### src/rtl/frame_draw_scheduler.sv
// -----------------------------------------------------------------------------
// frame_draw_scheduler
//
// Purpose:
//   Shares the single VGA plot port between three draw requesters for each
//   frame: background erase (0), wall drawer (1) and bird drawer (2). On every
//   frame tick the port is granted to each requester in order 0 -> 1 -> 2.
//   After that, update_tick pulses so the game controllers can advance their
//   positions. A collision seen at the end of a frame freezes the scheduler in
//   HALT until the player presses go.
//
// Optional feature (macro GRANT_WATCHDOG_EN):
//   When defined, a per-grant cycle counter force-releases a grant held for
//   TIMEOUT cycles without done and sets the sticky timeout_err flag.
//   When undefined, a grant is held until done and timeout_err is tied to 0.
//
// Ports:
//   clk, resetn         clock, synchronous active-low reset
//   req[2:0]            per-requester "has work this frame" (level)
//   done[2:0]           per-requester completion pulse
//   x_in/y_in/colour_in packed per-requester pixel fields (requester i at i*W)
//   plot_in[2:0]        per-requester plot strobe
//   collision, go       game collision level, synchronised player key
//   grant[2:0]          one-hot grant (0 when nobody is granted)
//   vga_x/y/colour/plot registered mux of the granted requester
//   update_tick         one-cycle pulse after a frame has been drawn
//   restart, halted     leaving-HALT pulse, HALT indicator
//   frame_overrun       sticky: tick arrived while a frame was in progress
//   timeout_err         sticky: a grant was force-released
//
// States:
//   IDLE    | waiting for a frame tick or a queued tick
//   G_ERASE | port granted to background erase
//   G_WALL  | port granted to wall drawer
//   G_BIRD  | port granted to bird drawer
//   UPDATE  | frame drawn, update_tick high
//   HALT    | collision freeze, waiting for a go rising edge
// -----------------------------------------------------------------------------
module frame_draw_scheduler #(
    parameter int X_W          = 8,
    parameter int Y_W          = 7,
    parameter int COLOUR_W     = 3,
    parameter int FRAME_CYCLES = 833334,
    parameter int TIMEOUT      = 65535
) (
    input  logic                  clk,
    input  logic                  resetn,
    input  logic [2:0]            req,
    input  logic [2:0]            done,
    input  logic [3*X_W-1:0]      x_in,
    input  logic [3*Y_W-1:0]      y_in,
    input  logic [3*COLOUR_W-1:0] colour_in,
    input  logic [2:0]            plot_in,
    input  logic                  collision,
    input  logic                  go,
    output logic [2:0]            grant,
    output logic [X_W-1:0]        vga_x,
    output logic [Y_W-1:0]        vga_y,
    output logic [COLOUR_W-1:0]   vga_colour,
    output logic                  vga_plot,
    output logic                  update_tick,
    output logic                  restart,
    output logic                  halted,
    output logic                  frame_overrun,
    output logic                  timeout_err
);

    localparam int CNT_W = $clog2(FRAME_CYCLES);
    localparam logic [CNT_W-1:0] CNT_LAST = CNT_W'(FRAME_CYCLES - 1);

    if (FRAME_CYCLES < 4 || TIMEOUT < 2) begin : g_param_check
        $error("frame_draw_scheduler: FRAME_CYCLES must be >= 4 and TIMEOUT >= 2");
    end

    typedef enum logic [2:0] {
        IDLE    = 3'd0,
        G_ERASE = 3'd1,
        G_WALL  = 3'd2,
        G_BIRD  = 3'd3,
        UPDATE  = 3'd4,
        HALT    = 3'd5
    } state_t;

    state_t           state;
    logic [CNT_W-1:0] cnt;
    logic             pending;
    logic             first;
    logic             go_q;

    logic             frame_tick;
    logic             in_grant;
    logic             cur_req;
    logic             cur_done;
    logic             skip;
    logic             wd_trip;
    logic             advance;
    state_t           next_state;
    logic [2:0]       next_grant;

    always_comb begin
        in_grant   = 1'b0;
        cur_req    = 1'b0;
        cur_done   = 1'b0;
        next_state = IDLE;
        next_grant = 3'b000;
        case (state)
            G_ERASE: begin
                in_grant   = 1'b1;
                cur_req    = req[0];
                cur_done   = done[0];
                next_state = G_WALL;
                next_grant = 3'b010;
            end
            G_WALL: begin
                in_grant   = 1'b1;
                cur_req    = req[1];
                cur_done   = done[1];
                next_state = G_BIRD;
                next_grant = 3'b100;
            end
            G_BIRD: begin
                in_grant   = 1'b1;
                cur_req    = req[2];
                cur_done   = done[2];
                next_state = UPDATE;
                next_grant = 3'b000;
            end
            default: ;
        endcase
    end

    // HALT holds the counter at 0, so no tick can be produced there.
    assign frame_tick = (cnt == CNT_LAST);
    // A requester with no work is only consulted in its first granted cycle.
    assign skip       = in_grant & first & ~cur_req;
    assign advance    = in_grant & (skip | cur_done | wd_trip);

`ifdef GRANT_WATCHDOG_EN
    localparam int WD_W = $clog2(TIMEOUT + 1);
    localparam logic [WD_W-1:0] WD_LAST = WD_W'(TIMEOUT - 1);

    logic [WD_W-1:0] wd_cnt;

    // Trips in the TIMEOUT-th cycle of a grant, releasing it on the next edge.
    assign wd_trip = in_grant & (wd_cnt == WD_LAST);

    always_ff @(posedge clk) begin
        if (!resetn) begin
            wd_cnt      <= '0;
            timeout_err <= 1'b0;
        end else begin
            if (in_grant && !advance) begin
                wd_cnt <= wd_cnt + 1'b1;
            end else begin
                wd_cnt <= '0;
            end
            if (wd_trip && !cur_done && !skip) begin
                timeout_err <= 1'b1;
            end
        end
    end
`else
    assign wd_trip     = 1'b0;
    assign timeout_err = 1'b0;
`endif

    always_ff @(posedge clk) begin
        if (!resetn) begin
            state         <= IDLE;
            cnt           <= '0;
            pending       <= 1'b0;
            first         <= 1'b0;
            go_q          <= 1'b0;
            grant         <= 3'b000;
            update_tick   <= 1'b0;
            restart       <= 1'b0;
            halted        <= 1'b0;
            frame_overrun <= 1'b0;
        end else begin
            update_tick <= 1'b0;
            restart     <= 1'b0;
            go_q        <= go;

            if (state == HALT || frame_tick) begin
                cnt <= '0;
            end else begin
                cnt <= cnt + 1'b1;
            end

            // Only one tick can be queued; later ones leave pending unchanged.
            if (frame_tick && state != IDLE && state != HALT) begin
                pending       <= 1'b1;
                frame_overrun <= 1'b1;
            end

            case (state)
                IDLE: begin
                    if (frame_tick || pending) begin
                        state   <= G_ERASE;
                        grant   <= 3'b001;
                        first   <= 1'b1;
                        pending <= 1'b0;
                    end
                end
                G_ERASE, G_WALL, G_BIRD: begin
                    first <= 1'b0;
                    if (advance) begin
                        state <= next_state;
                        grant <= next_grant;
                        first <= 1'b1;
                        if (next_state == UPDATE) begin
                            update_tick <= 1'b1;
                        end
                    end
                end
                UPDATE: begin
                    if (collision) begin
                        state  <= HALT;
                        halted <= 1'b1;
                    end else begin
                        state <= IDLE;
                    end
                end
                HALT: begin
                    pending <= 1'b0;
                    if (go && !go_q) begin
                        state   <= IDLE;
                        halted  <= 1'b0;
                        restart <= 1'b1;
                    end
                end
                default: state <= IDLE;
            endcase
        end
    end

    // Pixel fields hold their last value while nobody is granted.
    always_ff @(posedge clk) begin
        if (!resetn) begin
            vga_x      <= '0;
            vga_y      <= '0;
            vga_colour <= '0;
            vga_plot   <= 1'b0;
        end else begin
            vga_plot <= |(plot_in & grant);
            if (grant[0]) begin
                vga_x      <= x_in[0 +: X_W];
                vga_y      <= y_in[0 +: Y_W];
                vga_colour <= colour_in[0 +: COLOUR_W];
            end else if (grant[1]) begin
                vga_x      <= x_in[X_W +: X_W];
                vga_y      <= y_in[Y_W +: Y_W];
                vga_colour <= colour_in[COLOUR_W +: COLOUR_W];
            end else if (grant[2]) begin
                vga_x      <= x_in[2*X_W +: X_W];
                vga_y      <= y_in[2*Y_W +: Y_W];
                vga_colour <= colour_in[2*COLOUR_W +: COLOUR_W];
            end
        end
    end

endmodule

### config.mk
export PLATFORM = sky130hd
export DESIGN_NAME = frame_draw_scheduler
export DESIGN_NICKNAME = d
export VERILOG_FILES = /design/src/rtl/frame_draw_scheduler.sv
export SDC_FILE = /design/constraint.sdc
export NUM_CORES = 1
export LEC_CHECK = 0
export CAP_MARGIN = 15
export CORE_ASPECT_RATIO = 1.25
export CORE_MARGIN = 2
export CORE_UTILIZATION = 45
export DETAILED_ROUTE_END_ITERATION = 10
export PLACE_DENSITY_LB_ADDON = 0.1
export SLEW_MARGIN = 20
export SYNTH_ARGS = -nofsm -noshare
export SYNTH_HDL_FRONTEND = slang
export SYNTH_SLANG_ARGS = --single-unit
### constraint.sdc
create_clock -name clk -period 1.8 [get_ports clk]
set_clock_uncertainty 0.05 [all_clocks]
set_input_delay 0.27 -clock clk [delete_from_list [all_inputs] [get_ports clk]]
set_output_delay 0.27 -clock clk [all_outputs]
set_load 0.01 [all_outputs]
==> reports/qor.csv <==
stage,metric,value,unit
floorplan,core footprint,5520,um2
run_status,status,completed,
clock_network,CTS Sinks,52,
power,Comb power frac,0.471,
cells_and_area,area grow syn2layout,47.6,%
yosys,largest family of logic cells by synthesized area,simple AND/OR/NAND/NOR gates,
floorplan,row cnt,30,
power,clock network fraction of total power,0.164,
placement,Placed Cells,475,
yosys,Compound-Gate Fraction of Synth Area,0.122,
routing,drt total wl,6450,um
min_path,hold crit path type,register to register,
clock_network,Clock transition at path regs,90,ps
yosys,YS warnings,0,
routing,1st-iter DRT viols,62,
clock_network,clk root buf,clkbuf_8,
clock_network,clk_lat worst skew,300,ps
power,maximum VDD drop,0.000665,V
yosys,Post-synth top cells,"dfxtp_1 (52), nor2_1 (46), nand2_1 (29), a21oi_1 (21), o21ai_0 (21)",
cells_and_area,Antenna Cells,0,
global_routing,GRT overflow,0,
floorplan,Die Footprint,6390,um2
critical_path,Worst R2R Start,cnt[11]$_SDFF_PP0_,
sta,final hold vios,0,
placement,post-detail-place hpwl,4920,um
yosys,top cell type's share of synthesized area,0.401,
critical_path,R2R Path End,cnt[19]$_SDFF_PP0_,
routing,antenna-violating nets left,0,
yosys,Gate Count Post-Synth,319,
yosys,Post-Synth XOR/XNOR Area,0.0675,
sta,final worst-path cycle share,0.958,
clock_network,CTS Buf Count,5,
yosys,Async SR Flop Fraction,0,
yosys,post-synthesis sequential area ratio,0.401,
sta,final setup vio count,0,
routing,mean routed wirelength per cell,13.4,um
power,Psw,1440,uW
yosys,cell taking the most area after synthesis,dfxtp_1,
yosys,"Avg Cell Area, Syn",8.13,um2
global_routing,largest net degree at the start of global routing,37,
routing,DR vias/cell,5.14,
power,Pwr Density,1110,nW/um2
min_path,Worst Hold End,cnt[0]$_SDFF_PP0_,
yosys,Area contributors post-synth,"dfxtp_1 (40%), mux2i_1 (7.7%), nor2_1 (6.7%)",
flow_run,Max-Cap Viols,0,
yosys,Synth Cell Area,2590,um2
power,Seq pwr share,0.366,
critical_path,WP data required,1960,ps
min_path,Hold Path Origin,cnt[0]$_SDFF_PP0_,
critical_path,Startpoint Class,register,
sta,Final min period,1720,ps
critical_path,CP max FO,4,
global_routing,first-pass GRT wire length,10200,um
critical_path,critical path arrival,1890,ps
sta,unrepaired setup endpoints after global routing,no,
yosys,post-synthesis mux area share,0.0815,
yosys,top-count cell post-synth,dfxtp_1,
critical_path,FF-to-FF setup slack,80,ps
clock_network,Clock Tree Buf Depth,2,
sta,Fmax achieved,580,MHz
placement,number of port buffers,92,
clock_network,CTS tree,yes,
cells_and_area,"Cell Count, Final, Fillers Out",483,
floorplan,Die X,71.9,um
floorplan,I/O Pins,94,
yosys,Synth Area in Simple Gates,0.273,
placement,GP Congestion,0.811,
critical_path,Crit. End Element,register,
yosys,Post-synth top flop,dfxtp_1,
clock_network,postcts setup bufs,0,
routing,first drt pass iteration count,4,
sta,Fin Setup TNS,0,ps
floorplan,Initial Util,0.470,
min_path,hold path cells,1,
sta,Final WS setup,75.1,ps
global_routing,initial antenna violation count,0,
power,Pint,2790,uW
cells_and_area,Final #Nets,487,
global_routing,vias in the first global route,2284,
clock_network,CTS H-tree lvls,2,
global_routing,GRT Resource Usage Total,0.199,
power,Pleak,0.00144,uW
yosys,post-synthesis register bit count,52,
power,Tot Pwr,4230,uW
sta,worst hold margin,416,ps
yosys,Post-Synth Adder-Cell Area,0.00964,
yosys,Synth Net Count,388,
yosys,synth unique cells,43,
cells_and_area,share of cells above drive strength 1,0.115,
floorplan,die extent in y,88.9,um
routing,Vias,2481,
critical_path,type of the worst setup path,register to register,
yosys,Post-synth EDFFs,0,
sta,final slew viol count,0,
placement,DP Worst Slack,-136,ps
power,Sw Ratio,0.341,
critical_path,FF-to-FF path depth,5,
routing,DRC violations left,0,
## worst max-delay path by stage
stage	startpoint	endpoint	slack [ps]	cells after the start
after CTS	state[0]$_SDFFE_PN0P_	grant[0]$_SDFFE_PN0P_	30	5
after global routing	cnt[14]$_SDFF_PP0_	state[0]$_SDFFE_PN0P_	20	5
final	cnt[11]$_SDFF_PP0_	cnt[19]$_SDFF_PP0_	80	5
after global placement	req[1]	grant[0]$_SDFFE_PN0P_	-70	6
after detailed placement	req[2]	grant[0]$_SDFFE_PN0P_	-140	6
after floorplan	cnt[4]$_SDFF_PP0_	cnt[19]$_SDFF_PP0_	210	5
## layer usage
layer	part of all wire	wire, um	global-route usage	up-vias
met3	0.064	410	0.0507	13
li1	-	-	-	1279
met4	0.020	131	0.0720	0
met1	0.42	2740	0.231	1116
met5	0	0	0	-
met2	0.49	3170	0.354	73
## cell usage in the layout (no fill, tap or decap), drive strengths merged, types with 4 or more instances in the layout
cell           instances
nor2                  49
a21oi                 21
xor2                  11
clkbuf                 7
nor3                   5
xnor2                  9
clkdlybuf4s50         92
nand4                 12
nor3b                  4
nand3                  9
nand2                 29
and2                  20
mux2i                 20
inv                    7
buf                   20
o21ai                 22
dfxtp                 52
## critical path: stages (launching register included)
cell	delay, ps
dfxtp_1	450
nand4_1	250
or4_4	580
nor2_2	130
xnor2_1	130
nor2_2	40
## state kept, by name, indices dropped and copies added, names as in the netlist, 3 cells and up
name and flops:
vga_x 8, vga_y 7, cnt 20, grant 3
state 3, vga_colour 3
## power groups by stage
stage / clock network, uW / registers, uW / logic, uW
after floorplan: 0 / 1610 / 1040
after global placement: 0 / 1560 / 1940
after detailed placement: 0 / 1570 / 1980
after CTS: 706 / 1540 / 1990
after global routing: 750 / 1580 / 2210
final: 693 / 1550 / 1990
## stage by stage
stage	instance area [um2]	util
final	3830	0.694
after global routing	3830	0.694
after CTS	3790	0.687
after detailed placement	3700	0.670
after global placement	3700	0.670
after floorplan	2590	-
## cells by family (layout without fill, tap and decap cells)
family / Yosys count / after routing
xor+xnor: 20 / 20
compound gates: 55 / 55
flops: 52 / 52
fa+ha+maj: 2 / 2
mux: 21 / 21
simple gates: 141 / 141
other cells: 1 / 1
buf+inv: 27 / 127
## repair_timing
action	in CTS	in global routing
endpoints found under the setup margin	0	24
gates resized for setup	0	11
hold buffers	0	0
## final cells by class
class,instances,area (um2)
fill,475,1690
multi-input combinational,240,1470
timing repair buffer,112,1110
sequential,52,1050
clock buffer,7,86.3
tap,64,80.1
inverter,7,26.3
clock inverter,1,7.51
Note: power is estimated with default switching activity, not from simulation.
